## config.mk

```make
export PLATFORM = sky130hd
export DESIGN_NAME = gates_pipe
export DESIGN_NICKNAME = d
export VERILOG_FILES = /design/src/rtl/gates_pipe.sv
export SDC_FILE = /design/constraint.sdc
export NUM_CORES = 1
export LEC_CHECK = 0
export CAP_MARGIN = 10
export CORE_MARGIN = 4
export CORE_UTILIZATION = 25
export CTS_CLUSTER_SIZE = 16
export DETAILED_ROUTE_END_ITERATION = 8
export GPL_TIMING_DRIVEN = 0
export SYNTH_ARGS = -nofsm -noshare
export SYNTH_HDL_FRONTEND = slang
export SYNTH_SLANG_ARGS = --single-unit
```

## constraint.sdc

```tcl
create_clock -name clk -period 1.8 [get_ports clk]
set_input_delay 0.18 -clock clk [delete_from_list [all_inputs] [get_ports clk]]
set_output_delay 0.18 -clock clk [all_outputs]
set_load 0.01 [all_outputs]
```

## src/rtl/gates_pipe.sv

```systemverilog
// gates_pipe: runtime-selected 3-input bitwise logic function carried through a
// STAGES-deep valid-tagged pipeline with global stall and a saturating result count.
// Optional: define GATES_PIPE_PARITY_EN to add a registered z_parity output.
module gates_pipe #(
    parameter int WIDTH  = 4,
    parameter int STAGES = 2,
    parameter int CNT_W  = 8
) (
    input  logic             clk,
    input  logic             reset,
    input  logic             en,
    input  logic             in_valid,
    input  logic [2:0]       op,
    input  logic [WIDTH-1:0] A,
    input  logic [WIDTH-1:0] B,
    input  logic [WIDTH-1:0] C,
    input  logic             clr_cnt,
`ifdef GATES_PIPE_PARITY_EN
    output logic             z_parity,
`endif
    output logic [WIDTH-1:0] Z,
    output logic             out_valid,
    output logic [CNT_W-1:0] result_cnt
);

    localparam logic [2:0] OP_AND  = 3'd0;
    localparam logic [2:0] OP_OR   = 3'd1;
    localparam logic [2:0] OP_XOR  = 3'd2;
    localparam logic [2:0] OP_NAND = 3'd3;
    localparam logic [2:0] OP_NOR  = 3'd4;
    localparam logic [2:0] OP_XNOR = 3'd5;
    localparam logic [2:0] OP_MAJ  = 3'd6;

    if (STAGES < 1 || STAGES > 4) begin : g_bad_stages
        $error("gates_pipe: STAGES must be in 1..4");
    end

    logic [STAGES-1:0] r_vld;
    logic [WIDTH-1:0]  r_dat [STAGES];
    logic [CNT_W-1:0]  r_cnt;
    logic [WIDTH-1:0]  w_f;
    logic [STAGES:0]   w_chain;
    logic [WIDTH-1:0]  w_dchain [STAGES];

    // Stage-1 logic function
    always_comb begin
        w_f = '0;
        case (op)
            OP_AND:  w_f = A & B & C;
            OP_OR:   w_f = A | B | C;
            OP_XOR:  w_f = A ^ B ^ C;
            OP_NAND: w_f = ~(A & B & C);
            OP_NOR:  w_f = ~(A | B | C);
            OP_XNOR: w_f = ~(A ^ B ^ C);
            OP_MAJ:  w_f = (A & B) | (A & C) | (B & C);
            default: w_f = (C & B) | (~C & A);
        endcase
    end

    // Entry k of each chain is what feeds stage k (index 0 = the inputs)
    assign w_chain = {r_vld, in_valid};

    always_comb begin
        w_dchain[0] = w_f;
        for (int k = 1; k < STAGES; k++) begin
            w_dchain[k] = r_dat[k-1];
        end
    end

    always_ff @(posedge clk or posedge reset) begin
        if (reset) begin
            r_vld <= '0;
            for (int k = 0; k < STAGES; k++) begin
                r_dat[k] <= '0;
            end
        end else if (en) begin
            for (int k = 0; k < STAGES; k++) begin
                r_vld[k] <= w_chain[k];
                if (w_chain[k]) begin
                    r_dat[k] <= w_dchain[k];
                end
            end
        end
    end

    // Count each delivery once: only on edges that actually load the last stage
    always_ff @(posedge clk or posedge reset) begin
        if (reset) begin
            r_cnt <= '0;
        end else if (clr_cnt) begin
            r_cnt <= '0;
        end else if (en && w_chain[STAGES-1] && (r_cnt != {CNT_W{1'b1}})) begin
            r_cnt <= r_cnt + CNT_W'(1);
        end
    end

`ifdef GATES_PIPE_PARITY_EN
    logic r_par;

    always_ff @(posedge clk or posedge reset) begin
        if (reset) begin
            r_par <= 1'b0;
        end else if (en && w_chain[STAGES-1]) begin
            r_par <= ^w_dchain[STAGES-1];
        end
    end

    assign z_parity = r_par;
`endif

    assign Z          = r_dat[STAGES-1];
    assign out_valid  = r_vld[STAGES-1];
    assign result_cnt = r_cnt;

endmodule

```

==> impl_metrics.json, run 1 <==
{
  "status": "complete, no violations",
  "yosysTopAreaCell": "dfrtp_1",
  "start_kind": "input port",
  "intPower_w": 0.000865,
  "synth_commonest_cells": "18 x dfrtp_1, 18 x inv_1, 9 x ha_1, 9 x nor2_1",
  "pwr-share-comb_pct": 31.0,
  "synth_cell_types": 45,
  "wl_um": 3320,
  "row_count": 27,
  "grt_pass1_vias": 1241,
  "fin_nets": 224,
  "insertion_delay_ps": 260,
  "coreArea_mm2": 0.00551,
  "grt_max_degree": 19,
  "powerDensity_mw_per_mm2": 639,
  "placedCellCount": 262,
  "leakage_nw": 0.794,
  "p_switching_w": 0.000324,
  "finalSetupViolCount": 0,
  "grt-busiest-layer": "met2",
  "netlist_area_mm2": 0.00141,
  "layout.cells.non_filler": 266,
  "htreeDepth": 1,
  "required_ps": 1930,
  "start_util_pct": 25.7,
  "p_clk_share_pct": 27.6,
  "diodes": 0,
  "antenna_found_initial": 0,
  "cts_tree": "done",
  "cts_root_buf": "clkbuf_8",
  "ys_seq_elements": 18,
  "overflow": 0,
  "final_cell_area_mm2": 0.00186,
  "path_class": "in2reg",
  "period_minus_slack_ps": 1680,
  "worst_slew_pin_slew_ps": 655,
  "portBuffers": 30,
  "drive_gt1_share_pct": 11.3,
  "drt_iter0_drc": 44,
  "placed_cell_area_mm2": 0.00180,
  "yosys_warnings": 0,
  "ant_nets": 0,
  "synth_edf_count": 0,
  "synth_area_leaders": "dfrtp_1 32%, ha_1 8.0%, inv_1 4.8%",
  "cts_setup_buffers": 0,
  "synth-seq-area-share_pct": 31.9,
  "peakVddDrop_mv": 0.317,
  "endpoint_kind": "flip-flop",
  "fp.dieW_um": 83.2,
  "cts_sinks": 18,
  "drc": 0,
  "r2r_cells": 5,
  "hp-class": "in2reg",
  "die_h_um": 83.2,
  "maxCapViolCount": 0,
  "avgViaCountPerCell": 4.83,
  "p_seq_share_pct": 41.3,
  "grt_util_met1_pct": 13.8,
  "gp_congestion": 0.801,
  "io_pins": 33,
  "swShare_pct": 27.3,
  "synth_top_area_share_pct": 31.9,
  "grt_pass1_wl_um": 5860,
  "fmaxAchievable_mhz": 594,
  "numCtsBuffers": 3,
  "grtUsageMet2_pct": 15.5,
  "wire_per_inst_um": 12.5,
  "via_count": 1286,
  "period_share_pct": 93.5,
  "synth_async_sr_flop_share_pct": 100,
  "met3_usage_pct": 3.08,
  "ctsLongestPathBuffers": 2,
  "synthCells": 160,
  "slew_headroom_pct": 56.3,
  "hold_depth": 2,
  "finClkSkew_ps": 3.67,
  "crit_arrival_ps": 1810,
  "track_usage_pct": 10.0,
  "drv_slew": 0,
  "path_clk_slew_ps": 70,
  "hpwlAfterDp_um": 2580,
  "syn_nets": 189,
  "hold_violations": 0,
  "synth_flop_cell": "dfrtp_1",
  "syn_avg_cell_area_um2": 8.84,
  "areaGrowthSynthToFinish_pct": 31.6,
  "cp_max_fo": 3,
  "power_w": 0.00119,
  "dieArea_mm2": 0.00692,
  "first_pass_iters": 4,
  "rsz0062_at_grt": "no"
}
stage by stage:
| step | setup TNS [ps] | setup slack (ps) | hold WS, ps | util (%) |
|---|---|---|---|---|
| floorplan | 0 | 342 | 119 | - |
| global placement | -300 | -127 | 491 | 32.8 |
| detailed placement | -428 | -185 | 504 | 32.8 |
| CTS | 0 | 83.5 | 284 | 33.8 |
| global route | 0 | 18.4 | 300 | 33.8 |
| finish | 0 | 117 | 278 | 33.8 |
what timing repair did:
action,4_1_cts,5_1_grt
resized for setup,0,1
endpoints found under the setup margin,0,1
hold buffers,0,0
worst max-delay path, cell delays in order:
cell             delay, ps
clkdlybuf4s50_1        500
inv_1                   70
ha_1                   320
nor2b_1                 60
o211a_1                200
a2111oi_1              360
a21oi_1                120
cell type report:
type / count / area [um2]
fillers: 562 / 3650
multi-input cells: 113 / 828
flip-flops and latches: 18 / 450
repair buffers: 30 / 300
well taps: 72 / 90.1
plain buffers: 11 / 68.8
inverters: 18 / 67.6
clock buffers: 4 / 55.1
state kept, by name, indices dropped and copies added (netlist names):
signal,flops
Z,4
r_dat,4
r_vld,2
result_cnt,8
path summary, 6_finish.rpt:
path / from / end / slack, ps
max in group asynchronous: reset / result_cnt[3] / 1060
worst max register to register: result_cnt[0] / result_cnt[1] / 250
worst min register to register: Z[0] / Z[0] / 510
min in group asynchronous: reset / Z[1] / 320
worst max-delay path: A[3] / r_dat[7] / 120
worst min-delay path: clr_cnt / result_cnt[0] / 280
per-layer routing:
metal / share of wire [%] / wire length [um]
met1: 47 / 1570
met2: 45 / 1490
met3: 6.8 / 227
met4: 0.75 / 25
met5: 0 / 0
cell families (layout without fill, tap and decap cells):
| group | Yosys count | in the layout | synth area share [%] |
|---|---|---|---|
| xor+xnor | 6 | 6 | 3.72 |
| flops | 18 | 18 | 31.9 |
| fa+ha+maj | 9 | 9 | 7.96 |
| mux | 6 | 6 | 4.60 |
| buf+inv | 29 | 63 | 9.65 |
| compound gates | 43 | 43 | 22.8 |
| simple gates | 49 | 49 | 19.4 |
placed cells by master (no fill, tap or decap), types with 6 or more instances in the layout:
cell type	instances
nand2_1	6
inv_1	18
dfrtp_1	18
clkdlybuf4s50_1	30
xnor2_1	6
a211oi_1	6
ha_1	9
nor2_1	9
and3_1	6
power by group through the flow:
stage	Clock [W]	Combinational (W)	Sequential, W
finish	0.000328	0.000369	0.000492
CTS	0.000335	0.000373	0.000492
global route	0.000351	0.000405	0.000499
detailed placement	0	0.000371	0.000500
floorplan	0	0.000214	0.000490
global placement	0	0.000369	0.000498
No activity file was read; power rests on OpenSTA's default activity.
==> inputs of run 2 (changes only) <==
ABC_AREA = 1   (was not set)
CORE_UTILIZATION = 50   (was 25)
PLACE_DENSITY = 0.79   (was not set)
==> impl_metrics.json, run 2 <==
{
  "cp_slowest_cell": "clkdlybuf4s50_1",
  "first_pass_iters": 5,
  "cts_hold_buf": 0,
  "coreArea_mm2": 0.00303,
  "fin_nets": 317,
  "numCtsBuffers": 3,
  "finalSetupViolCount": 0,
  "crit_family": "buffers and inverters",
  "overflow": 0,
  "hp-class": "in2async",
  "timing.rr.start": "result_cnt[0]",
  "dieArea_mm2": 0.00409,
  "cts_sinks": 18,
  "syn_avg_cell_area_um2": 6.23,
  "finClkSkew_ps": 7.45,
  "status": "complete, no violations",
  "period_minus_slack_ps": 1470,
  "hold_violations": 0,
  "synth_flop_cell": "dfrtp_1",
  "fmaxAchievable_mhz": 679,
  "wire_per_inst_um": 9.65,
  "cts_root_buf": "clkbuf_4",
  "slew_headroom_pct": 55.4,
  "max_stage_delay_ps": 570,
  "mostFrequentLayoutCells": "94 x nand2_1, 44 x inv_1, 32 x clkdlybuf4s50_1, 29 x nor2_1",
  "layout.cells.non_filler": 330,
  "start_util_pct": 51.7,
  "yosysTopAreaCell": "dfrtp_1",
  "htreeDepth": 1,
  "avgViaCountPerCell": 4.72,
  "cts_tree": "done",
  "layout_commonest_cell": "nand2_1",
  "register_area_um2": 450,
  "worst_slew_pin_slew_ps": 668,
  "track_usage_pct": 16.3,
  "setup-tns-final_ps": 0,
  "fill_cells": 293,
  "synthCells": 251,
  "placed_cell_area_mm2": 0.00194,
  "multi_input_comb_area_um2": 902,
  "leakage_nw": 1.10,
  "ys_seq_elements": 18,
  "path_class": "reg2out",
  "critPathBufInv": 1,
  "maxCapViolCount": 0,
  "crit_arrival_ps": 1290,
  "synth_cell_types": 21,
  "yosys_warnings": 0,
  "required_ps": 1620,
  "final_cell_area_mm2": 0.00196,
  "start_kind": "flip-flop",
  "diodes": 0,
  "hpwlAfterDp_um": 2620,
  "rsz0062_at_grt": "no",
  "row_count": 20,
  "crit_start": "result_cnt[5]",
  "post-place-ws_ps": 77.2,
  "synth-seq-area-share_pct": 28.8,
  "placedCellCount": 327,
  "synth.most_common_cell": "nand2_1",
  "peakVddDrop_mv": 0.206,
  "grt_max_degree": 19,
  "cts_resized": 0,
  "fp.dieW_um": 63.9,
  "drv_slew": 0,
  "synth_edf_count": 0,
  "syn_nets": 280,
  "ant_nets": 0,
  "grt_pass1_wl_um": 5600,
  "timing.final.ws_setup_ps": 327,
  "endpoint_kind": "output port",
  "drt_iter0_drc": 63,
  "powerDensity_mw_per_mm2": 538,
  "synth_commonest_cells": "94 x nand2_1, 44 x inv_1, 29 x nor2_1",
  "wl_um": 3190,
  "drc": 0,
  "grt_pass1_vias": 1396,
  "cp_max_fo": 6,
  "ctsLongestPathBuffers": 2,
  "utilization_pct": 64.8,
  "reg2reg_slack_ps": 330,
  "synth_async_sr_flop_share_pct": 100,
  "antenna_found_initial": 0,
  "areaGrowthSynthToFinish_pct": 25.4,
  "netlist_area_mm2": 0.00156,
  "gp_congestion": 0.861,
  "io_pins": 33,
  "die_h_um": 63.9,
  "path_clk_slew_ps": 100,
  "portBuffers": 32,
  "crit_chain": "clkdlybuf4s50_1",
  "period_share_pct": 81.8,
  "via_count": 1556,
  "synth_top_area_share_pct": 28.8,
  "drive_gt1_share_pct": 7.69,
  "largest_reg_flops": 8,
  "cts_setup_buffers": 0,
  "insertion_delay_ps": 280,
  "synth_area_leaders": "dfrtp_1 29%, nand2_1 23%, inv_1 11%"
}
## run 2: changes by cell type after synthesis, sizes merged, moves of 6 or more
cell	before	now
a211oi	6	0
inv	18	45
nand4	1	10
xnor2	6	0
a31oi	6	0
nor2	10	32
nand3	4	19
and3	6	0
nand2	7	94
## run 2: logic make-up (layout without fill, tap and decap cells)
logic type / after synthesis / after routing / synth area share, %
compound gates: 9 / 9 / 3.60
xor+xnor: 2 / 2 / 1.12
fa+ha+maj: 9 / 9 / 7.20
buf+inv: 51 / 86 / 13.5
flops: 18 / 18 / 28.8
mux: 4 / 4 / 2.88
simple gates: 158 / 158 / 42.9
## run 2: layout make-up
type	instances	area share, %
sequential	18	23.0
multi-input combinational	182	46.0
tap	44	2.81
buffer	6	2.17
clock buffer	3	1.15
inverter	45	8.61
timing repair buffer	32	16.3
## run 2: metrics by stage
stage | hold WS (ps) | total power [W]
floorplan | 119 | 0.000714
global placement | 460 | 0.000867
detailed placement | 466 | 0.000878
CTS | 305 | 0.00107
global route | 333 | 0.00114
finish | 281 | 0.00105
## run 2: final timing paths
kind / cells past startpoint / endpoint
worst max-delay path: 1 / result_cnt[5]
worst min-delay path: 2 / result_cnt[4]
worst min register to register: 2 / r_dat[6]
worst max register to register: 7 / result_cnt[2]
min in group clk: 2 / r_dat[6]
max in group asynchronous: 2 / Z[0]
## run 2: where the power goes
part	total (W)	internal, W	leakage [nW]	switching (W)
sequential	0.000481	0.000454	0.235	0.0000264
clock	0.000190	0.0000775	0.0138	0.000113
combinational	0.000384	0.000206	0.850	0.000178
## run 2: layer usage
layer,global-route usage (%),up-vias,wire (um)
li1,-,841,-
met1,20.6,677,1450
met2,28.5,36,1540
met3,1.76,2,159
met4,5.93,0,28
met5,0,-,0
==> inputs of run 3 (changes only) <==
clock period = 1.5 ns   (was 1.8 ns; I/O delays follow)
==> impl_metrics.json, run 3 (synthesized netlist as in run 2, its figures left out) <==
{
  "status": "complete, no violations",
  "gp_congestion": 0.861,
  "intPower_w": 0.000886,
  "hold_violations": 0,
  "grt_pass1_wl_um": 5600,
  "leakage_nw": 1.10,
  "pwr-share-comb_pct": 36.4,
  "row_count": 20,
  "cp_max_fo": 6,
  "p_switching_w": 0.000382,
  "drive_gt1_share_pct": 8.39,
  "hpwlAfterDp_um": 2620,
  "powerDensity_mw_per_mm2": 643,
  "layout_commonest_cell": "nand2_1",
  "die_h_um": 63.9,
  "drc": 0,
  "timing.final.ws_setup_ps": 56.3,
  "fp.dieW_um": 63.9,
  "overflow": 0,
  "p_seq_share_pct": 45.5,
  "diodes": 0,
  "rsz0062_at_grt": "yes",
  "dieArea_mm2": 0.00409,
  "p_clk_share_pct": 18.1,
  "placedCellCount": 327,
  "post-place-ws_ps": -193,
  "cts_sinks": 18,
  "crit_arrival_ps": 1290,
  "crit_family": "buffers and inverters",
  "drv_slew": 0,
  "portBuffers": 32,
  "insertion_delay_ps": 280,
  "avgViaCountPerCell": 4.74,
  "drt_iter0_drc": 75,
  "cp_slowest_cell": "clkdlybuf4s50_1",
  "mostFrequentLayoutCells": "93 x nand2_1, 44 x inv_1, 32 x clkdlybuf4s50_1, 29 x nor2_1",
  "cts_root_buf": "clkbuf_4",
  "ant_nets": 0,
  "worst_slew_pin_slew_ps": 684,
  "utilization_pct": 65.1,
  "grt_pass1_vias": 1396,
  "first_pass_iters": 5,
  "via_count": 1563,
  "max_stage_delay_ps": 570,
  "fmaxAchievable_mhz": 693,
  "peakVddDrop_mv": 0.246,
  "period_minus_slack_ps": 1440,
  "io_pins": 33,
  "start_kind": "flip-flop",
  "endpoint_kind": "output port",
  "maxCapViolCount": 0,
  "areaGrowthSynthToFinish_pct": 26.1,
  "htreeDepth": 1,
  "setup-tns-final_ps": 0,
  "largest_reg_flops": 8,
  "coreArea_mm2": 0.00303,
  "path_clk_slew_ps": 100,
  "path_class": "reg2out",
  "slew_headroom_pct": 54.3,
  "fin_nets": 317,
  "wl_um": 3190,
  "numCtsBuffers": 3,
  "track_usage_pct": 16.3,
  "ctsLongestPathBuffers": 2,
  "antenna_found_initial": 0,
  "layout.cells.non_filler": 330,
  "fill_cells": 292,
  "finClkSkew_ps": 9.27,
  "period_share_pct": 96.2,
  "cts_tree": "done",
  "crit_chain": "clkdlybuf4s50_1",
  "hp-class": "in2async",
  "wire_per_inst_um": 9.67,
  "cts_hold_buf": 0,
  "grt_max_degree": 19,
  "swShare_pct": 30.1,
  "critPathBufInv": 1,
  "start_util_pct": 51.7,
  "finalSetupViolCount": 0,
  "required_ps": 1350
}
==> run 3: cell counts in the layout (fill, tap and decap cells not counted) <==
No cell type changed its count.
==> run 3: final cells by class <==
class | instances | area [um2] | area share [%]
plain buffers | 6 | 42.5 | 2.16
clock buffers | 3 | 22.5 | 1.14
repair buffers | 32 | 320 | 16.2
flip-flops and latches | 18 | 450 | 22.8
inverters | 45 | 169 | 8.57
multi-input cells | 182 | 912 | 46.3
well taps | 44 | 55.1 | 2.79
==> run 3: final timing paths <==
path                       slack [ps]            end     startpoint  cells after the start
setup / recovery                   60  result_cnt[5]  result_cnt[5]                      1
hold / removal                    250  result_cnt[6]          reset                      2
setup reg to reg                  100  result_cnt[3]  result_cnt[0]                      7
hold reg to reg                   480       r_dat[6]       r_dat[6]                      2
max in group asynchronous         800           Z[0]          reset                      2
min in group clk                  480       r_dat[6]       r_dat[6]                      2
==> run 3: timing repair <==
action / 4_1_cts / 5_1_grt
endpoints found under the setup margin: 0 / 8
gates resized for setup: 0 / 3
buffers inserted: 0 / 2
==> run 3: metal layers <==
metal | up-vias | part of all wire [%] | global-route usage (%)
met1 | 675 | 46 | 20.6
met5 | - | 0 | 0
li1 | 841 | - | -
met4 | 0 | 0.88 | 5.93
met3 | 2 | 5.7 | 1.76
met2 | 45 | 48 | 28.5
==> run 3: power by group through the flow <==
| stage | Clock [W] | Combinational (W) | Sequential [W] |
|---|---|---|---|
| 2_1_floorplan | 0 | 0.000275 | 0.000581 |
| 3_3_place_gp | 0 | 0.000456 | 0.000584 |
| 3_5_place_dp | 0 | 0.000465 | 0.000589 |
| 4_1_cts | 0.000238 | 0.000466 | 0.000579 |
| 5_1_grt | 0.000266 | 0.000517 | 0.000586 |
| 6_report | 0.000229 | 0.000461 | 0.000577 |
==> run 3: per-stage QoR <==
stage               power [W]  hold WS (ps)  area (um2)
finish                0.00127           255        1970
global route          0.00137           303        1970
CTS                   0.00128           275        1960
detailed placement    0.00105           466        1940
global placement      0.00104           460        1940
floorplan            0.000856          88.6        1560
